===== config.mk =====
export PLATFORM = sky130hd
export DESIGN_NAME = stack_seq_flat
export DESIGN_NICKNAME = d
export VERILOG_FILES = /design/src/rtl/stack_seq_if.sv /design/src/rtl/stack_seq.sv /design/src/flat_wrapper.sv
export SDC_FILE = /design/constraint.sdc
export NUM_CORES = 1
export LEC_CHECK = 0
export CORE_MARGIN = 1.5
export CORE_UTILIZATION = 34
export CTS_BUF_LIST = sky130_fd_sc_hd__clkbuf_4
export CTS_CLUSTER_DIAMETER = 30
export DETAILED_ROUTE_END_ITERATION = 12
export PLACE_DENSITY = 0.85
export SLEW_MARGIN = 20
export SYNTH_ARGS = -nofsm -noshare
export SYNTH_HDL_FRONTEND = slang
export SYNTH_SLANG_ARGS = --single-unit

===== constraint.sdc =====
create_clock -name clk -period 1.3 [get_ports clk]
set_clock_uncertainty 0.05 [all_clocks]
set_input_delay 0.26 -clock clk [delete_from_list [all_inputs] [get_ports clk]]
set_output_delay 0.26 -clock clk [all_outputs]
set_load 0.01 [all_outputs]

===== src/rtl/stack_seq_if.sv =====
// Stack sequencer bus: operation request, register-file, SP, memory and PC
// signals. The master drives requests and read data; the slave is stack_seq.
interface stack_seq_if;
   logic       op_valid;
   logic [1:0] op_code;
   logic [1:0] op_reg;
   logic [7:0] pc_in;
   logic [7:0] target_in;
   logic [7:0] sp_in;
   logic [7:0] rf_rdata;
   logic [7:0] mem_rdata;
   logic       mem_ready;
   logic       op_ready;
   logic [1:0] rf_ra;
   logic       rf_we;
   logic [1:0] rf_wa;
   logic [7:0] rf_wd;
   logic       sp_en;
   logic       sp_op;
   logic [7:0] mem_addr;
   logic [7:0] mem_wdata;
   logic       mem_we;
   logic       mem_re;
   logic       pc_load;
   logic [7:0] pc_out;
   logic       done;
   logic       stack_err;

   modport master (
      output op_valid, op_code, op_reg, pc_in, target_in,
             sp_in, rf_rdata, mem_rdata, mem_ready,
      input  op_ready, rf_ra, rf_we, rf_wa, rf_wd, sp_en, sp_op,
             mem_addr, mem_wdata, mem_we, mem_re, pc_load, pc_out,
             done, stack_err
   );

   modport slave (
      input  op_valid, op_code, op_reg, pc_in, target_in,
             sp_in, rf_rdata, mem_rdata, mem_ready,
      output op_ready, rf_ra, rf_we, rf_wa, rf_wd, sp_en, sp_op,
             mem_addr, mem_wdata, mem_we, mem_re, pc_load, pc_out,
             done, stack_err
   );
endinterface


===== src/rtl/stack_seq.sv =====
// Stack sequencer: PUSH/POP/CALL/RET over an external SP (R3) and data memory.
// Ports: clk, rst (async, active-low), bus (stack_seq_if.slave).
// Define STACK_SEQ_GUARD_EN to reject PUSH/CALL at SP=0 and POP/RET at SP=255.
module stack_seq (
   input  logic        clk,
   input  logic        rst,
   stack_seq_if.slave  bus
);

   typedef enum logic [2:0] {
      IDLE,
      MEM_WR,
      SP_INC,
      MEM_RD,
      DONE
   } state_t;

   localparam logic [1:0] OP_CALL = 2'b10;

   state_t     state;
   logic [1:0] code_q;
   logic [1:0] reg_q;
   logic [7:0] data_q;
   logic [7:0] tgt_q;

   // PUSH (00) and CALL (10) write memory; POP/RET read it.
   logic is_wr;
   assign is_wr = ~bus.op_code[0];

`ifdef STACK_SEQ_GUARD_EN
   logic err_q;
   logic guard_hit;
   assign guard_hit = is_wr ? (bus.sp_in == 8'h00)
                            : (bus.sp_in == 8'hFF);
`endif

   always_ff @(posedge clk or negedge rst) begin
      if (!rst) begin
         state  <= IDLE;
         code_q <= 2'b00;
         reg_q  <= 2'b00;
         data_q <= 8'h00;
         tgt_q  <= 8'h00;
`ifdef STACK_SEQ_GUARD_EN
         err_q  <= 1'b0;
`endif
      end else begin
         unique case (state)
            IDLE: begin
               if (bus.op_valid) begin
                  code_q <= bus.op_code;
                  reg_q  <= bus.op_reg;
                  data_q <= bus.op_code[1] ? bus.pc_in : bus.rf_rdata;
                  tgt_q  <= bus.target_in;
`ifdef STACK_SEQ_GUARD_EN
                  err_q  <= guard_hit;
                  if (guard_hit)  state <= DONE;
                  else if (is_wr) state <= MEM_WR;
                  else            state <= SP_INC;
`else
                  state  <= is_wr ? MEM_WR : SP_INC;
`endif
               end
            end
            MEM_WR: if (bus.mem_ready) state <= DONE;
            SP_INC: state <= MEM_RD;
            MEM_RD: if (bus.mem_ready) state <= DONE;
            DONE: begin
               state <= IDLE;
`ifdef STACK_SEQ_GUARD_EN
               err_q <= 1'b0;
`endif
            end
            default: state <= IDLE;
         endcase
      end
   end

   assign bus.rf_ra    = bus.op_reg;
   assign bus.op_ready = (state == IDLE);

   // Strobes decode from the registered state; completion strobes also
   // need mem_ready in the same cycle, so they cannot be registered.
   always_comb begin
      bus.rf_we     = 1'b0;
      bus.rf_wa     = 2'b00;
      bus.rf_wd     = 8'h00;
      bus.sp_en     = 1'b0;
      bus.sp_op     = 1'b0;
      bus.mem_addr  = 8'h00;
      bus.mem_wdata = 8'h00;
      bus.mem_we    = 1'b0;
      bus.mem_re    = 1'b0;
      bus.pc_load   = 1'b0;
      bus.pc_out    = 8'h00;
      bus.done      = 1'b0;
      bus.stack_err = 1'b0;
      unique case (state)
         MEM_WR: begin
            bus.mem_we    = 1'b1;
            bus.mem_addr  = bus.sp_in;
            bus.mem_wdata = data_q;
            // Post-decrement SP once the write lands.
            if (bus.mem_ready) begin
               bus.sp_en = 1'b1;
               if (code_q == OP_CALL) begin
                  bus.pc_load = 1'b1;
                  bus.pc_out  = tgt_q;
               end
            end
         end
         SP_INC: begin
            bus.sp_en = 1'b1;
            bus.sp_op = 1'b1;
         end
         MEM_RD: begin
            bus.mem_re   = 1'b1;
            bus.mem_addr = bus.sp_in;
            if (bus.mem_ready) begin
               if (code_q[1]) begin
                  bus.pc_load = 1'b1;
                  bus.pc_out  = bus.mem_rdata;
               end else begin
                  bus.rf_we = 1'b1;
                  bus.rf_wa = reg_q;
                  bus.rf_wd = bus.mem_rdata;
               end
            end
         end
         DONE: begin
            bus.done = 1'b1;
`ifdef STACK_SEQ_GUARD_EN
            bus.stack_err = err_q;
`endif
         end
         default: ;
      endcase
   end

endmodule


===== src/flat_wrapper.sv =====
// flat-port wrapper written by rule: the top's interface ports become plain ports
module stack_seq_flat 
  (clk, rst, bus_op_valid, bus_op_code, bus_op_reg, bus_pc_in, bus_target_in, bus_sp_in, bus_rf_rdata, bus_mem_rdata, bus_mem_ready, bus_op_ready, bus_rf_ra, bus_rf_we, bus_rf_wa, bus_rf_wd, bus_sp_en, bus_sp_op, bus_mem_addr, bus_mem_wdata, bus_mem_we, bus_mem_re, bus_pc_load, bus_pc_out, bus_done, bus_stack_err);
  stack_seq_if bus_i ();
  input  logic clk;
  input  logic rst;
  input wire logic [$bits(bus_i.op_valid)-1:0] bus_op_valid;
  input wire logic [$bits(bus_i.op_code)-1:0] bus_op_code;
  input wire logic [$bits(bus_i.op_reg)-1:0] bus_op_reg;
  input wire logic [$bits(bus_i.pc_in)-1:0] bus_pc_in;
  input wire logic [$bits(bus_i.target_in)-1:0] bus_target_in;
  input wire logic [$bits(bus_i.sp_in)-1:0] bus_sp_in;
  input wire logic [$bits(bus_i.rf_rdata)-1:0] bus_rf_rdata;
  input wire logic [$bits(bus_i.mem_rdata)-1:0] bus_mem_rdata;
  input wire logic [$bits(bus_i.mem_ready)-1:0] bus_mem_ready;
  output wire logic [$bits(bus_i.op_ready)-1:0] bus_op_ready;
  output wire logic [$bits(bus_i.rf_ra)-1:0] bus_rf_ra;
  output wire logic [$bits(bus_i.rf_we)-1:0] bus_rf_we;
  output wire logic [$bits(bus_i.rf_wa)-1:0] bus_rf_wa;
  output wire logic [$bits(bus_i.rf_wd)-1:0] bus_rf_wd;
  output wire logic [$bits(bus_i.sp_en)-1:0] bus_sp_en;
  output wire logic [$bits(bus_i.sp_op)-1:0] bus_sp_op;
  output wire logic [$bits(bus_i.mem_addr)-1:0] bus_mem_addr;
  output wire logic [$bits(bus_i.mem_wdata)-1:0] bus_mem_wdata;
  output wire logic [$bits(bus_i.mem_we)-1:0] bus_mem_we;
  output wire logic [$bits(bus_i.mem_re)-1:0] bus_mem_re;
  output wire logic [$bits(bus_i.pc_load)-1:0] bus_pc_load;
  output wire logic [$bits(bus_i.pc_out)-1:0] bus_pc_out;
  output wire logic [$bits(bus_i.done)-1:0] bus_done;
  output wire logic [$bits(bus_i.stack_err)-1:0] bus_stack_err;
  assign bus_i.op_valid = bus_op_valid;
  assign bus_i.op_code = bus_op_code;
  assign bus_i.op_reg = bus_op_reg;
  assign bus_i.pc_in = bus_pc_in;
  assign bus_i.target_in = bus_target_in;
  assign bus_i.sp_in = bus_sp_in;
  assign bus_i.rf_rdata = bus_rf_rdata;
  assign bus_i.mem_rdata = bus_mem_rdata;
  assign bus_i.mem_ready = bus_mem_ready;
  assign bus_op_ready = bus_i.op_ready;
  assign bus_rf_ra = bus_i.rf_ra;
  assign bus_rf_we = bus_i.rf_we;
  assign bus_rf_wa = bus_i.rf_wa;
  assign bus_rf_wd = bus_i.rf_wd;
  assign bus_sp_en = bus_i.sp_en;
  assign bus_sp_op = bus_i.sp_op;
  assign bus_mem_addr = bus_i.mem_addr;
  assign bus_mem_wdata = bus_i.mem_wdata;
  assign bus_mem_we = bus_i.mem_we;
  assign bus_mem_re = bus_i.mem_re;
  assign bus_pc_load = bus_i.pc_load;
  assign bus_pc_out = bus_i.pc_out;
  assign bus_done = bus_i.done;
  assign bus_stack_err = bus_i.stack_err;
  stack_seq u_core (.clk(clk), .rst(rst), .bus(bus_i));
endmodule

==> results.md <==
- Multi-input logic area: 1050 um2
- Share of power burned in the clock network: 0.058
- Type of the most critical hold path: primary input to asynchronous set/reset pin
- Sw Share: 0.336
- Max-slew violations: 0
- Yosys warning count: 0
- Data arrival time of the critical path: 1.65 ns
- Instance count of the mapped netlist: 145
- Final Hold Violating Endpoints: 0
- Required time worst endpoint: 0.99 ns
- Met1 routed wirelength after detailed routing: 1860 um
- Total Die Area: 4670 um2
- Total global-route track usage: 0.209
- Placed cell count: 307
- Combinational share of power: 0.717
- Worst Path Class, Setup: flop to output port
- Residual overflow from global routing: 0
- Worst Setup Slack, final: -0.657 ns
- Flip-flop and latch count after synthesis: 23
- Final Cycle Share: 1.51
- Pin count of the biggest net entering global routing: 24
- Hold slack final: 0.253 ns
- Mean instance size in the synthesized netlist: 10.0 um2
- Highest routed metal layer: met4
- Critical path startpoint category: flop
- Via count: 1586
- Floorplan die height: 68.3 um
- Deepest clock path buffer count: 2
- I/O pin cnt: 93
- Power per cell area: 1930 nW/um2
- Power dissipated by switching net loads: 2.02 mW
- Cell chosen for the clock root: sky130_fd_sc_hd__clkbuf_4
- Final weighted congestion of routability-driven global placement: 0.736
- Via count of the first global-routing pass: 1518
- Clock tree from TritonCTS: built
- Peak supply drop: 0.989 mV
- Power Internal: 3.99 mW
- Wire length on met2: 2710 um
- Growth of design area from synthesis to finish: 115%
- Number of antenna violations at the first check in global routing: 0
- First-iteration detailed-routing DRC count: 19
- Min Clock Period, post-route: 1.96 ns
- Routed length on met3: 423 um
- Detailed-route vias per instance: 4.78
- Worst path top cell family by delay: simple AND/OR/NAND/NOR gates
- Placeable core region: 4060 um2
- Count of hold-fix buffers inserted at cts: 0
- Net count reported at finish: 331
- Crit Path Max Fanout: 5
- ANT cells: 0
- Leak pwr: 1.49 nW
- RSZ-0062 raised after global routing: yes
- Number of failing setup endpoints in the final timing report: 63
- Nature of the critical path endpoint: output port
- Detailed placer's ending HPWL: 3320 um
- Number of iterations in the first detailed-routing pass: 4
- # Max-Cap Violations: 0
- Crit path largest cell delay: 0.47 ns
- Part of the total power dissipated in sequential elements: 0.225
- Number of buffer and inverter stages on the critical path: 2
- Standard cell with the maximum stage delay on the critical path: sky130_fd_sc_hd__or3b_2
- Failing checks: negative setup slack
- Number of buffers inserted during clock tree synthesis: 3
- DRC: 0
- Source-to-sink clock delay at the later pin of the worst-skew pair: 0.30 ns
- Antenna violation net count after detailed routing: 0
- Sinks on the clock net: 23
- Synthesized Nets: 193
- Sequential fraction of the synthesis area: 0.397
- Number of input and output port buffers inserted: 91
- Starting Density: 0.357
- H-tree level count: 1
- Status: finished, violations left
- Proportion of layout cells with a drive suffix above 1: 0.649
- Area of the mapped netlist: 1450 um2
- Final cell count without fillers: 332
- CTS clock-pin slew for the worst setup and hold paths: 0.13 ns
- Wire length of the first global-routing pass: 7290 um
- Achievable Freq: 511 MHz
- Post-detailed-route wirelength per cell: 15.2 um
- Register area: 579 um2
- Number of distinct library cells after synthesis: 26
- Fill cell instance count of the final layout: 269
- Final Routed Wirelength: 5050 um
- Row cnt: 23
- Most prevalent standard cell on the critical path: sky130_fd_sc_hd__buf_2
- Cell breakdown of the critical path: buf_2 -> or3b_2 -> a21oi_2 -> buf_2
- Die outline width: 68.3 um
[power groups by stage]
stage	registers, mW	logic, mW	clock network, mW
after floorplan	1.27	1.88	0
after global placement	1.34	3.26	0
after global routing	1.40	4.58	0.398
final	1.35	4.30	0.351
after detailed placement	1.36	3.34	0
after CTS	1.33	4.01	0.358
[Yosys cell counts]
cell type | number | share of area
sky130_fd_sc_hd__buf_4 | 5 | 0.026
sky130_fd_sc_hd__nor2b_1 | 1 | 0.0043
sky130_fd_sc_hd__nand4bb_1 | 1 | 0.0078
sky130_fd_sc_hd__nand2_1 | 8 | 0.021
sky130_fd_sc_hd__nor3b_2 | 1 | 0.0086
sky130_fd_sc_hd__buf_2 | 4 | 0.014
sky130_fd_sc_hd__inv_1 | 12 | 0.031
sky130_fd_sc_hd__a221oi_1 | 1 | 0.0060
sky130_fd_sc_hd__clkbuf_1 | 3 | 0.0078
sky130_fd_sc_hd__mux2_1 | 1 | 0.0078
sky130_fd_sc_hd__a21bo_2 | 1 | 0.0069
sky130_fd_sc_hd__nand3b_1 | 1 | 0.0052
sky130_fd_sc_hd__nand4b_1 | 1 | 0.0060
sky130_fd_sc_hd__and2_1 | 19 | 0.082
sky130_fd_sc_hd__nor3_1 | 11 | 0.038
sky130_fd_sc_hd__nor3b_1 | 1 | 0.0052
sky130_fd_sc_hd__a21oi_1 | 10 | 0.035
sky130_fd_sc_hd__conb_1 | 1 | 0.0026
sky130_fd_sc_hd__dfrtp_1 | 23 | 0.40
sky130_fd_sc_hd__mux2_2 | 27 | 0.21
sky130_fd_sc_hd__nor4b_4 | 1 | 0.016
sky130_fd_sc_hd__nand2b_1 | 1 | 0.0043
sky130_fd_sc_hd__a21o_1 | 1 | 0.0052
sky130_fd_sc_hd__or3b_2 | 4 | 0.024
sky130_fd_sc_hd__nor2_1 | 2 | 0.0052
sky130_fd_sc_hd__or3b_1 | 4 | 0.024
[final timing paths]
kind | from | endpoint | slack (ns) | depth (start not counted)
worst min-delay path | rst | u_core.code_q[0] | 0.25 | 2
worst min register to register | u_core.data_q[4] | u_core.data_q[4] | 0.48 | 1
min in group clk | u_core.data_q[4] | u_core.data_q[4] | 0.48 | 1
worst max register to register | u_core.state[2] | u_core.code_q[1] | -0.55 | 7
worst max-delay path | u_core.state[1] | bus_pc_out[4] | -0.66 | 4
max in group asynchronous | rst | u_core.state[0] | 0.80 | 2
[area by class of cell]
type                       count  area share
clock buffer                   4     0.00965
inverter                      12      0.0145
multi-input combinational     98       0.337
sequential                    23       0.186
tap                           50      0.0201
timing repair buffer         145       0.432
[routing by layer]
metal,vias to the layer above,global-route usage
li1,763,-
met1,747,0.238
met2,70,0.394
met3,6,0.0493
met4,0,0.0425
met5,-,0
[cell families (layout without fill, tap and decap cells)]
| logic type | after synthesis | after routing | synth area share |
|---|---|---|---|
| muxes | 28 | 28 | 0.217 |
| and+or+nand+nor | 56 | 56 | 0.252 |
| DFF | 23 | 23 | 0.397 |
| other | 1 | 1 | 0.00259 |
| buffers and inverters | 24 | 161 | 0.0785 |
| AOI/OAI and AO/OA | 13 | 13 | 0.0526 |
[what timing repair did]
item	CTS	global route
setup buffers	17	2
pin swaps	13	5
gates cloned	4	0
endpoints found under the setup margin	64	66
resized for setup	226	30
[through the flow]
stage / total power, mW / instance area (um2) / setup WS, ns / utilization / TNS [ns]
3_3_place_gp: 4.60 / 2820 / -0.760 / 0.694 / -35.98
4_1_cts: 5.69 / 3010 / -0.648 / 0.743 / -31.38
6_report: 6.01 / 3110 / -0.657 / 0.767 / -32.86
2_1_floorplan: 3.15 / 1650 / -0.177 / - / -6.88
3_5_place_dp: 4.70 / 2820 / -0.816 / 0.694 / -36.33
5_1_grt: 6.38 / 3110 / -0.736 / 0.767 / -37.20
[layout by cell type, fill, tap and decap left out, types with 2 or more instances in the layout]
master	synthesis	routed
sky130_fd_sc_hd__and2_4	0	17
sky130_fd_sc_hd__buf_2	4	26
sky130_fd_sc_hd__mux2_2	27	8
sky130_fd_sc_hd__nor3_4	0	5
sky130_fd_sc_hd__inv_1	12	12
sky130_fd_sc_hd__buf_8	0	2
sky130_fd_sc_hd__or3b_4	0	2
sky130_fd_sc_hd__buf_4	5	27
sky130_fd_sc_hd__dfrtp_2	0	3
sky130_fd_sc_hd__and2_1	19	2
sky130_fd_sc_hd__or3b_1	4	2
sky130_fd_sc_hd__buf_6	0	38
sky130_fd_sc_hd__nor3_2	0	6
sky130_fd_sc_hd__buf_12	0	4
sky130_fd_sc_hd__nand2_1	8	8
sky130_fd_sc_hd__a21oi_2	0	8
sky130_fd_sc_hd__clkbuf_4	0	4
sky130_fd_sc_hd__or3b_2	4	4
sky130_fd_sc_hd__a21oi_1	10	2
sky130_fd_sc_hd__nor3b_4	0	2
sky130_fd_sc_hd__clkdlybuf4s50_1	0	47
sky130_fd_sc_hd__dfrtp_1	23	20
sky130_fd_sc_hd__mux2_4	0	20
[sequential cells by signal (all words and copies together) (netlist names)]
signal and count:
u_core.tgt_q 8, u_core.code_q 2, u_core.reg_q 2, u_core.data_q 8
u_core.state 3
No activity file was read; power rests on OpenSTA's default activity.
